--- src/rtl/gauss_pkg.sv ---
// Shared constants and types for the 3x3 binomial stream filter.
package gauss_pkg;

  localparam logic [2:0] KW_0 = 3'd1;
  localparam logic [2:0] KW_1 = 3'd2;
  localparam logic [2:0] KW_2 = 3'd1;

  localparam int SUM_W      = 12;
  localparam int NORM_SHIFT = 4;

  typedef enum logic [1:0] {
    FILL  = 2'd0,
    RUN   = 2'd1,
    DRAIN = 2'd2
  } state_t;

  function automatic logic [2:0] kw(input int idx);
    case (idx)
      0:       return KW_0;
      1:       return KW_1;
      default: return KW_2;
    endcase
  endfunction

endpackage

--- src/rtl/gauss3_stream_filter_if.sv ---
// Pixel-in / filtered-pixel-out handshake bundle for gauss3_stream_filter.
interface gauss3_stream_filter_if #(
  parameter int DW = 8
);
  logic          s_valid;
  logic          s_ready;
  logic [DW-1:0] s_data;
  logic          m_valid;
  logic          m_ready;
  logic [DW-1:0] m_data;
  logic          m_sof;
  logic          m_eol;

  // master: pixel source / output sink; slave: the filter
  modport master (
    output s_valid, s_data, m_ready,
    input  s_ready, m_valid, m_data, m_sof, m_eol
  );

  modport slave (
    input  s_valid, s_data, m_ready,
    output s_ready, m_valid, m_data, m_sof, m_eol
  );
endinterface

--- src/rtl/gauss_line_buffer.sv ---
// DEPTH-entry delay line: q is the value written DEPTH enabled cycles earlier.
module gauss_line_buffer #(
  parameter int DEPTH = 220,
  parameter int DW    = 8
) (
  input  logic          clk,
  input  logic          rst_n,
  input  logic          en,
  input  logic [DW-1:0] d,
  output logic [DW-1:0] q
);
  localparam int AW = $clog2(DEPTH);
  localparam logic [AW-1:0] PTR_LAST = AW'(DEPTH - 1);

  logic [DW-1:0] mem [DEPTH];
  logic [AW-1:0] ptr;

  // read-before-write at the same slot gives exactly DEPTH cycles of delay
  assign q = mem[ptr];

  always_ff @(posedge clk) begin
    if (en) mem[ptr] <= d;
  end

  always_ff @(posedge clk or negedge rst_n) begin
    if (!rst_n) begin
      ptr <= '0;
    end else if (en) begin
      ptr <= (ptr == PTR_LAST) ? '0 : ptr + AW'(1);
    end
  end
endmodule

--- src/rtl/gauss3_stream_filter.sv ---
// Streaming 3x3 [1 2 1]x[1 2 1] /16 filter, zero-padded borders, two line buffers.
//
// state | meaning
// FILL  | priming line buffers with the first COLS+1 pixels, no output
// RUN   | one accepted pixel -> one output pixel
// DRAIN | input closed, zeros shifted in to flush the last COLS+1 outputs
module gauss3_stream_filter
  import gauss_pkg::*;
#(
  parameter int ROWS = 168,
  parameter int COLS = 220,
  parameter int DW   = 8
) (
  input  logic                  clk,
  input  logic                  rst_n,
  gauss3_stream_filter_if.slave bus,
  output logic                  busy
);
  localparam int RW = $clog2(ROWS);
  localparam int CLW = $clog2(COLS);
  localparam int CW = $clog2(ROWS * COLS);
  localparam logic [RW-1:0]  ROW_LAST  = RW'(ROWS - 1);
  localparam logic [CLW-1:0] COL_LAST  = CLW'(COLS - 1);
  localparam logic [CW-1:0]  IN_LAST   = CW'(ROWS * COLS - 1);
  localparam logic [CW-1:0]  FILL_LAST = CW'(COLS);

  state_t state, state_nx;

  logic [CW-1:0]  in_cnt;
  logic [RW-1:0]  out_row;
  logic [CLW-1:0] out_col;

  logic          out_free;
  logic          s_ready_c;
  logic          accept;
  logic          adv;
  logic          produce;
  logic [DW-1:0] pix_in;
  logic [DW-1:0] lb0_q;
  logic [DW-1:0] lb1_q;

  logic [DW-1:0] win  [3][3];
  logic [DW-1:0] nwin [3][3];
  logic [2:0]    row_ok;
  logic [2:0]    col_ok;
  logic [SUM_W-1:0] sum_c;

  logic          m_valid_q;
  logic [DW-1:0] m_data_q;
  logic          m_sof_q;
  logic          m_eol_q;

  assign out_free = !m_valid_q || bus.m_ready;
  assign accept   = bus.s_valid && s_ready_c;

  always_ff @(posedge clk or negedge rst_n) begin
    if (!rst_n) state <= FILL;
    else        state <= state_nx;
  end

  // FILL shifts never touch the output register, so they ignore m_ready
  always_comb begin
    state_nx  = state;
    s_ready_c = 1'b0;
    adv       = 1'b0;
    produce   = 1'b0;
    pix_in    = bus.s_data;
    unique case (state)
      FILL: begin
        s_ready_c = 1'b1;
        adv       = bus.s_valid;
        if (adv && in_cnt == FILL_LAST) state_nx = RUN;
      end
      RUN: begin
        s_ready_c = out_free;
        adv       = bus.s_valid && out_free;
        produce   = adv;
        if (adv && in_cnt == IN_LAST) state_nx = DRAIN;
      end
      DRAIN: begin
        pix_in  = '0;
        adv     = out_free;
        produce = adv;
        if (adv && out_row == ROW_LAST && out_col == COL_LAST) state_nx = FILL;
      end
      default: state_nx = FILL;
    endcase
  end

  always_ff @(posedge clk or negedge rst_n) begin
    if (!rst_n) begin
      in_cnt  <= '0;
      out_row <= '0;
      out_col <= '0;
    end else begin
      if (accept) in_cnt <= (in_cnt == IN_LAST) ? '0 : in_cnt + CW'(1);
      if (produce) begin
        if (out_col == COL_LAST) begin
          out_col <= '0;
          out_row <= (out_row == ROW_LAST) ? '0 : out_row + RW'(1);
        end else begin
          out_col <= out_col + CLW'(1);
        end
      end
    end
  end

  gauss_line_buffer #(.DEPTH(COLS), .DW(DW)) u_lb0 (
    .clk(clk), .rst_n(rst_n), .en(adv), .d(pix_in), .q(lb0_q)
  );

  gauss_line_buffer #(.DEPTH(COLS), .DW(DW)) u_lb1 (
    .clk(clk), .rst_n(rst_n), .en(adv), .d(lb0_q), .q(lb1_q)
  );

  // row 0 = oldest line; the window after this advance is centred on (out_row, out_col)
  always_comb begin
    for (int i = 0; i < 3; i++) begin
      nwin[i][0] = win[i][1];
      nwin[i][1] = win[i][2];
    end
    nwin[0][2] = lb1_q;
    nwin[1][2] = lb0_q;
    nwin[2][2] = pix_in;
  end

  always_ff @(posedge clk or negedge rst_n) begin
    if (!rst_n) begin
      for (int i = 0; i < 3; i++)
        for (int j = 0; j < 3; j++)
          win[i][j] <= '0;
    end else if (adv) begin
      win <= nwin;
    end
  end

  always_comb begin
    row_ok = 3'b111;
    col_ok = 3'b111;
    if (out_row == '0)      row_ok[0] = 1'b0;
    if (out_row == ROW_LAST) row_ok[2] = 1'b0;
    if (out_col == '0)      col_ok[0] = 1'b0;
    if (out_col == COL_LAST) col_ok[2] = 1'b0;
  end

  always_comb begin
    sum_c = '0;
    for (int i = 0; i < 3; i++)
      for (int j = 0; j < 3; j++)
        if (row_ok[i] && col_ok[j])
          sum_c = sum_c + SUM_W'(nwin[i][j]) * SUM_W'(kw(i) * kw(j));
  end

  always_ff @(posedge clk or negedge rst_n) begin
    if (!rst_n) begin
      m_valid_q <= 1'b0;
      m_data_q  <= '0;
      m_sof_q   <= 1'b0;
      m_eol_q   <= 1'b0;
    end else if (produce) begin
      m_valid_q <= 1'b1;
      m_data_q  <= DW'(sum_c >> NORM_SHIFT);
      m_sof_q   <= (out_row == '0) && (out_col == '0);
      m_eol_q   <= (out_col == COL_LAST);
    end else if (bus.m_ready) begin
      m_valid_q <= 1'b0;
    end
  end

  assign bus.s_ready = s_ready_c;
  assign bus.m_valid = m_valid_q;
  assign bus.m_data  = m_data_q;
  assign bus.m_sof   = m_sof_q;
  assign bus.m_eol   = m_eol_q;
  assign busy        = (state != FILL);
endmodule

--- src/flat_wrapper.sv ---
// flat-port wrapper written by rule: the top's interface ports become plain ports
module gauss3_stream_filter_flat import gauss_pkg::*;
#(
  parameter int ROWS = 168,
  parameter int COLS = 220,
  parameter int DW   = 8
)
  (clk, rst_n, busy, bus_s_valid, bus_s_data, bus_m_ready, bus_s_ready, bus_m_valid, bus_m_data, bus_m_sof, bus_m_eol);
  gauss3_stream_filter_if #(.DW(DW)) bus_i ();
  input  logic clk;
  input  logic rst_n;
  output logic busy;
  input wire logic [$bits(bus_i.s_valid)-1:0] bus_s_valid;
  input wire logic [$bits(bus_i.s_data)-1:0] bus_s_data;
  input wire logic [$bits(bus_i.m_ready)-1:0] bus_m_ready;
  output wire logic [$bits(bus_i.s_ready)-1:0] bus_s_ready;
  output wire logic [$bits(bus_i.m_valid)-1:0] bus_m_valid;
  output wire logic [$bits(bus_i.m_data)-1:0] bus_m_data;
  output wire logic [$bits(bus_i.m_sof)-1:0] bus_m_sof;
  output wire logic [$bits(bus_i.m_eol)-1:0] bus_m_eol;
  assign bus_i.s_valid = bus_s_valid;
  assign bus_i.s_data = bus_s_data;
  assign bus_i.m_ready = bus_m_ready;
  assign bus_s_ready = bus_i.s_ready;
  assign bus_m_valid = bus_i.m_valid;
  assign bus_m_data = bus_i.m_data;
  assign bus_m_sof = bus_i.m_sof;
  assign bus_m_eol = bus_i.m_eol;
  gauss3_stream_filter #(.ROWS(ROWS), .COLS(COLS), .DW(DW)) u_core (.clk(clk), .rst_n(rst_n), .bus(bus_i), .busy(busy));
endmodule
--- config.mk ---
export PLATFORM = sky130hd
export DESIGN_NAME = gauss3_stream_filter_flat
export DESIGN_NICKNAME = d
export VERILOG_FILES = /design/src/rtl/gauss_pkg.sv /design/src/rtl/gauss3_stream_filter_if.sv /design/src/rtl/gauss_line_buffer.sv /design/src/rtl/gauss3_stream_filter.sv /design/src/flat_wrapper.sv
export SDC_FILE = /design/constraint.sdc
export NUM_CORES = 2
export LEC_CHECK = 0
export ABC_CLOCK_PERIOD_IN_PS = 13200
export CAP_MARGIN = 15
export CELL_PAD_IN_SITES_DETAIL_PLACEMENT = 1
export CELL_PAD_IN_SITES_GLOBAL_PLACEMENT = 2
export CORE_ASPECT_RATIO = 0.6
export CORE_MARGIN = 2
export CORE_UTILIZATION = 35
export DETAILED_ROUTE_END_ITERATION = 8
export PLACE_DENSITY_LB_ADDON = 0.1
export SLEW_MARGIN = 20
export SYNTH_ARGS = -nofsm -noshare
export SYNTH_HDL_FRONTEND = slang
export SYNTH_HIERARCHICAL = 1
export SYNTH_SLANG_ARGS = --single-unit
--- constraint.sdc ---
create_clock -name clk -period 13.2 [get_ports clk]
set_input_delay 3.96 -clock clk [delete_from_list [all_inputs] [get_ports clk]]
set_output_delay 3.96 -clock clk [all_outputs]
set_load 0.03 [all_outputs]
# Word level (Yosys, flattened, before mapping)
# Memory sizes are Yosys's and may differ from the RTL's.
# Index checks and enable logic that the tools add are counted.
# classes
add_sub_neg,13
multipliers,16
n_eq_ne,11
muxes,41
reduce_logical,20
# op_table
cell,count
$mul A8 B6 Y12,8
$mux W12,8
$add A12 B12 Y12,7
$mul A3 B3 Y6,8
$mux W8,5
$mux W3,12
$add A8 B1 Y8 const B,4
$eq A8 B8 Y1 const B,4
$add A16 B1 Y16 const B,1
$eq A16 B16 Y1 const B,1
$eq A16 B8 Y1 const B,1
$logic_not A8 Y1,2
$mux W16,1
$add A12 B10 Y12,1
$logic_and A1 B1 Y1,11
$mux W1,8
$mux W2,3
$ne A2 B1 Y1 const B,3
$pmux W2 S3,1
$pmux W1 S2,2
$reduce_bool A2 Y1,2
$pmux W1 S3,1
$reduce_and A3 Y1,1
$eq A2 B1 Y1 const B,1
5 further kinds,5
# word_totals
regBits,109
ramBits,3520
inputBits,12
output_inout_bits,13
elab_cells,119
n_memories,2
# memory_table
memory,words,width,read_ports,rd_ports_with_merged_regs,write_ports,line_no,source
u_core.u_lb0.mem,220,8,1,0,1,gauss_line_buffer.sv:15,logic [DW-1:0] mem [DEPTH];
u_core.u_lb1.mem,220,8,1,0,1,gauss_line_buffer.sv:15,

# Depth between registers and ports, before layout
# logic_depth
ltp_word,22
depth_mapped,61
ltp_nobuf,57

# Cells and area by module
# The synthesis kept the hierarchy.
# by_module_without_submodules
module,n_inst,cells_each,area_per_inst_um2,seq_area_each_um2
gauss_line_buffer,2,3147,68869.8,53050.9
gauss3_stream_filter,1,876,8111.5,2327.2

# Worst setup path before layout
# OpenSTA, ideal clock, no wires.
# synth_timing
path_type,input-to-reg
from,input port bus_s_data[2]
to,"register u_core.m_data_q[7], in the netlist u_core/bus.m_data[7]"
setup_time_ps,132
arrival_ps,12304
required_ps,13068
setup_slack_ps,764
stages,13
path_buffers,0
path_cell_list,nor2b_1 -> ha_1 -> ha_1 -> and3_1 -> a41o_1 -> a311o_1 -> a311o_1 -> a21oi_2 -> nor2b_1 -> o2111ai_2 -> xor2_1 -> xnor2_1 -> o21ai_1
# synth_via
elab_chain_len,4
# synth_rtl
item,line_no,source
"start, declared",flat_wrapper.sv:14,input wire logic [$bits(bus_i.s_data)-1:0] bus_s_data;
$mux W8,gauss3_stream_filter.sv:68,unique case (state)
$mul A8 B6 Y12,gauss3_stream_filter.sv:151,sum_c = sum_c + SUM_W'(nwin[i][j]) * SUM_W'(kw(i) * kw(j));
$add A12 B12 Y12,gauss3_stream_filter.sv:151,
$mux W12,gauss3_stream_filter.sv:150,if (row_ok[i] && col_ok[j])
"end signal, assigned",gauss3_stream_filter.sv:162,m_data_q <= DW'(sum_c >> NORM_SHIFT);
"end, declared",gauss3_stream_filter.sv:49,logic [DW-1:0] m_data_q;
# Every way passes these cells.
# A chain may end at the register's enable or synchronous reset.

# Final worst setup path
# layout_timing
from,register u_core.u_lb1.ptr[1]
to,"register u_core.m_data_q[7], in the netlist u_core/bus.m_data[7]"
# layout_via
elab_chain_len,15
# layout_rtl
item,line_no,source
"start, declared",gauss_line_buffer.sv:16,logic [AW-1:0] ptr;
"start signal, assigned",gauss_line_buffer.sv:29,ptr <= (ptr == PTR_LAST) ? '0 : ptr + AW'(1);
$mem_v2 Z220 W8 *,n/a,
via u_core.lb1_q[1],gauss3_stream_filter.sv:40,logic [DW-1:0] lb1_q;
$mul A8 B6 Y12 *,gauss3_stream_filter.sv:151,
$add A12 B12 Y12 *,gauss3_stream_filter.sv:151,
$mux W12 *,gauss3_stream_filter.sv:150,
$add A12 B12 Y12,gauss3_stream_filter.sv:151,
$mux W12 *,gauss3_stream_filter.sv:150,
$add A12 B10 Y12 *,gauss3_stream_filter.sv:151,
$add A12 B12 Y12,gauss3_stream_filter.sv:151,
$mux W12 *,gauss3_stream_filter.sv:150,
$add A12 B12 Y12,gauss3_stream_filter.sv:151,
$mux W12 *,gauss3_stream_filter.sv:150,
$add A12 B12 Y12,gauss3_stream_filter.sv:151,
$mux W12 *,gauss3_stream_filter.sv:150,
$add A12 B12 Y12,gauss3_stream_filter.sv:151,
$mux W12 *,gauss3_stream_filter.sv:150,
# Mark *: on every way through the listed nets, which the timed path passes. The rest lies on a longest branch.

==> impl_metrics.env <==
export IMPL_status="complete, no violations"
export IMPL_fin_worst_skew_ps=59.8
export IMPL_worstPathArrival_ps=13280
export IMPL_seq_area_um2=108000
export IMPL_finalMaxSlewViolations=0
export IMPL_critical_path_buf_inv_count=8
export IMPL_hold_depth=1
export IMPL_core_area_um2=415000
export IMPL_cts_max_level=5
export IMPL_start_util=0.352
export IMPL_die_h_um=504
export IMPL_maxSlewHeadroom=0.203
export IMPL_synthMuxAreaShare=0.162
export IMPL_synth_adder_area_share=0.0125
export IMPL_grt_pass1_vias=75400
export IMPL_hpwl_mm=294
export IMPL_syn_to_final_growth_pct=14.0
export IMPL_drc_errors=0
export IMPL_synthArstFlopShare=0.0300
export IMPL_globalplace_congestion=0.791
export IMPL_period_minus_slack_ps=12500
export IMPL_critPathMostFrequentCell="ha_1"
export IMPL_wirelength_mm=450
export IMPL_num_io_pins=25
export IMPL_synth_xor_area_frac=0.00421
export IMPL_reg2reg_depth=55
export IMPL_fin_tns_setup_ps=0
export IMPL_synth_compound_area_frac=0.0228
export IMPL_worst_skew_pair_late_latency_ps=930
export IMPL_worstPathRequired_ps=13990
export IMPL_synth_seq_cells=3629
export IMPL_grt_pass1_wl_mm=627
export IMPL_grt_use_total=0.210
export IMPL_synth_edf_count=3520
export IMPL_antenna_found_initial=54
export IMPL_layout_commonest_cell="edfxtp_1"
export IMPL_overflow=0
export IMPL_syn_area_per_cell_um2=20.3
export IMPL_reg2reg_from="u_core/u_lb1/ptr[1]"
export IMPL_route_vias_total=74400
export IMPL_worst_slew_pin_slew_ps=1200
export IMPL_netlist_instances=7170
export IMPL_cp_end_kind="flip-flop"
export IMPL_numClockSinks=3629
export IMPL_ys_warnings_count=6
export IMPL_hold_class="reg2reg"
export IMPL_finalSetupViolCount=0
export IMPL_synth_simple_gate_area_frac=0.0374
export IMPL_crit_path_top_delay_cell="dfrtp_4"
export IMPL_clock_fmax_mhz=80.0
export IMPL_cts_root_buf="clkbuf_16"
export IMPL_cts_tree="done"
export IMPL_io_buffers=24
export IMPL_clkTransAtPathRegs_ps=60
export IMPL_ant_nets=0
export IMPL_ys_seq_area_frac=0.743
export IMPL_worstHoldStart="u_core/bus.m_eol"
export IMPL_rr_endpoint="u_core/bus.m_data[7]"
export IMPL_r2r_setup_slack_ps=700
export IMPL_drtIter0Drc=8566
export IMPL_wl_per_cell_um=33.8
export IMPL_syn_nets=7324
export IMPL_fp_dieW_um=837
export IMPL_nets=7634
export IMPL_synth_top_family_by_area="multiplexers"
export IMPL_cpPeakStageDelay_ps=570
export IMPL_fp_dieArea_um2=422000
export IMPL_firstDrtPassIters=6
export IMPL_rsz0062_at_grt="false"
export IMPL_whs_endpoint="u_core/bus.m_eol"
export IMPL_path_max_fanout=15
export IMPL_numCtsBuffers=365
export IMPL_avgViaCountPerCell=5.58
export IMPL_layout_common_cells="3520 x edfxtp_1, 896 x mux4_2, 514 x nor2_1"
export IMPL_hold_violations=0
export IMPL_grt_max_degree=152
export IMPL_crit_family="adder cells"
export IMPL_drive_gt1_frac=0.250
export IMPL_clockBufferDepth=4
export IMPL_fin_crit_sh=0.947
export IMPL_synth_flop_cell="edfxtp_1"
export IMPL_rows=183
export IMPL_start_kind="flip-flop"
export IMPL_cap_viol_max_count=0
export IMPL_synth_cell_types=89
export IMPL_multi_input_area_um2=35300
export IMPL_n_fill_cell=39000
export IMPL_mappedNetlistArea_um2=146000
export IMPL_path_class="reg2reg"
layout make-up:
type / count / share of cell area
clock inverter: 218 / 0.0135
inverter: 52 / 0.00120
timing repair buffer: 365 / 0.0205
sequential: 3629 / 0.652
tap: 5550 / 0.0418
clock buffer: 444 / 0.0581
antenna: 8 / 0.000120
multi-input combinational: 3067 / 0.212
stage by stage:
stage	utilization	setup slack, ps	hold WS (ps)	cells	area (um2)
floorplan	-	764	447	7170	146000
global placement	0.371	219	470	12600	154000
detailed placement	0.371	357	471	12600	154000
CTS	0.400	261	486	13300	166000
global route	0.401	6.31	518	13300	166000
finish	0.401	700	482	13300	166000
worst register-to-register path, delay by kind of cell (launching register included):
kind                       cells  cell delay (ps)
AOI/OAI and AO/OA             18             3360
xor gates and xnor gates       3              480
adders and majority gates     14             4730
buffers and inverters          8             1250
DFF                            1              570
muxes                          2              800
and+or+nand+nor               10             1170
Yosys cell counts, types with 72 or more instances:
| master | instances | share of area |
|---|---|---|
| mux4_1 | 72 | 0.013 |
| o21ai_0 | 89 | 0.0031 |
| dfrtp_1 | 109 | 0.019 |
| mux2i_1 | 88 | 0.0060 |
| ha_1 | 135 | 0.012 |
| nor2_1 | 556 | 0.014 |
| clkbuf_1 | 166 | 0.0043 |
| edfxtp_1 | 3520 | 0.72 |
| a21oi_1 | 75 | 0.0026 |
| buf_2 | 121 | 0.0042 |
| mux4_2 | 896 | 0.14 |
| nand3_1 | 112 | 0.0038 |
| nand2_1 | 354 | 0.0091 |
sequential cells by signal, summed over array words and instances (netlist names), 8 cells and up:
signal and cells:
u_core/out_row 8, u_core/u_lb1/mem 1760, u_core/bus.m_data 8, u_core/out_col 8
u_core/in_cnt 16, u_core/u_lb0/ptr 8, u_core/u_lb1/ptr 8, u_core/u_lb0/mem 1760
u_core/nwin 48
what timing repair did:
action / in CTS / in global routing
setup endpoints to repair: 0 / 5
gates resized for setup: 0 / 21
hold buffers: 0 / 0
buffers inserted: 0 / 15
worst max path at each step:
stage,slack (ps),endpoint,from,cells after the start
detailed placement,360,u_core/bus.m_data[7],u_core/u_lb1/ptr[3],53
finish,700,u_core/bus.m_data[7],u_core/u_lb1/ptr[1],55
floorplan,760,u_core/bus.m_data[7],bus_s_data[2],13
global route,6,u_core/bus.m_data[7],u_core/u_lb1/ptr[1],53
CTS,260,u_core/bus.m_data[7],u_core/u_lb1/ptr[3],54
global placement,220,u_core/bus.m_data[7],u_core/u_lb1/ptr[3],54
routing by layer:
layer	wire length (um)	vias to the layer above	track usage	part of all wire
met2	172000	2539	0.264	0.38
met1	228000	41200	0.351	0.51
met3	43200	443	0.0642	0.096
met4	7350	6	0.0371	0.016
met5	41	-	0	0.000091
li1	-	30200	-	-
kinds of logic (layout without fill, tap and decap cells):
kind of cell	Yosys count	in the layout
mux	1116	1116
simple gates	1253	1253
xor+xnor	66	66
fa+ha+maj	142	142
other cells	0	8
buf+inv	474	1079
flops	3629	3629
compound gates	490	490
Power is not shown: default switching activity piles up to over one toggle a cycle in this logic, so the estimate is an artifact.
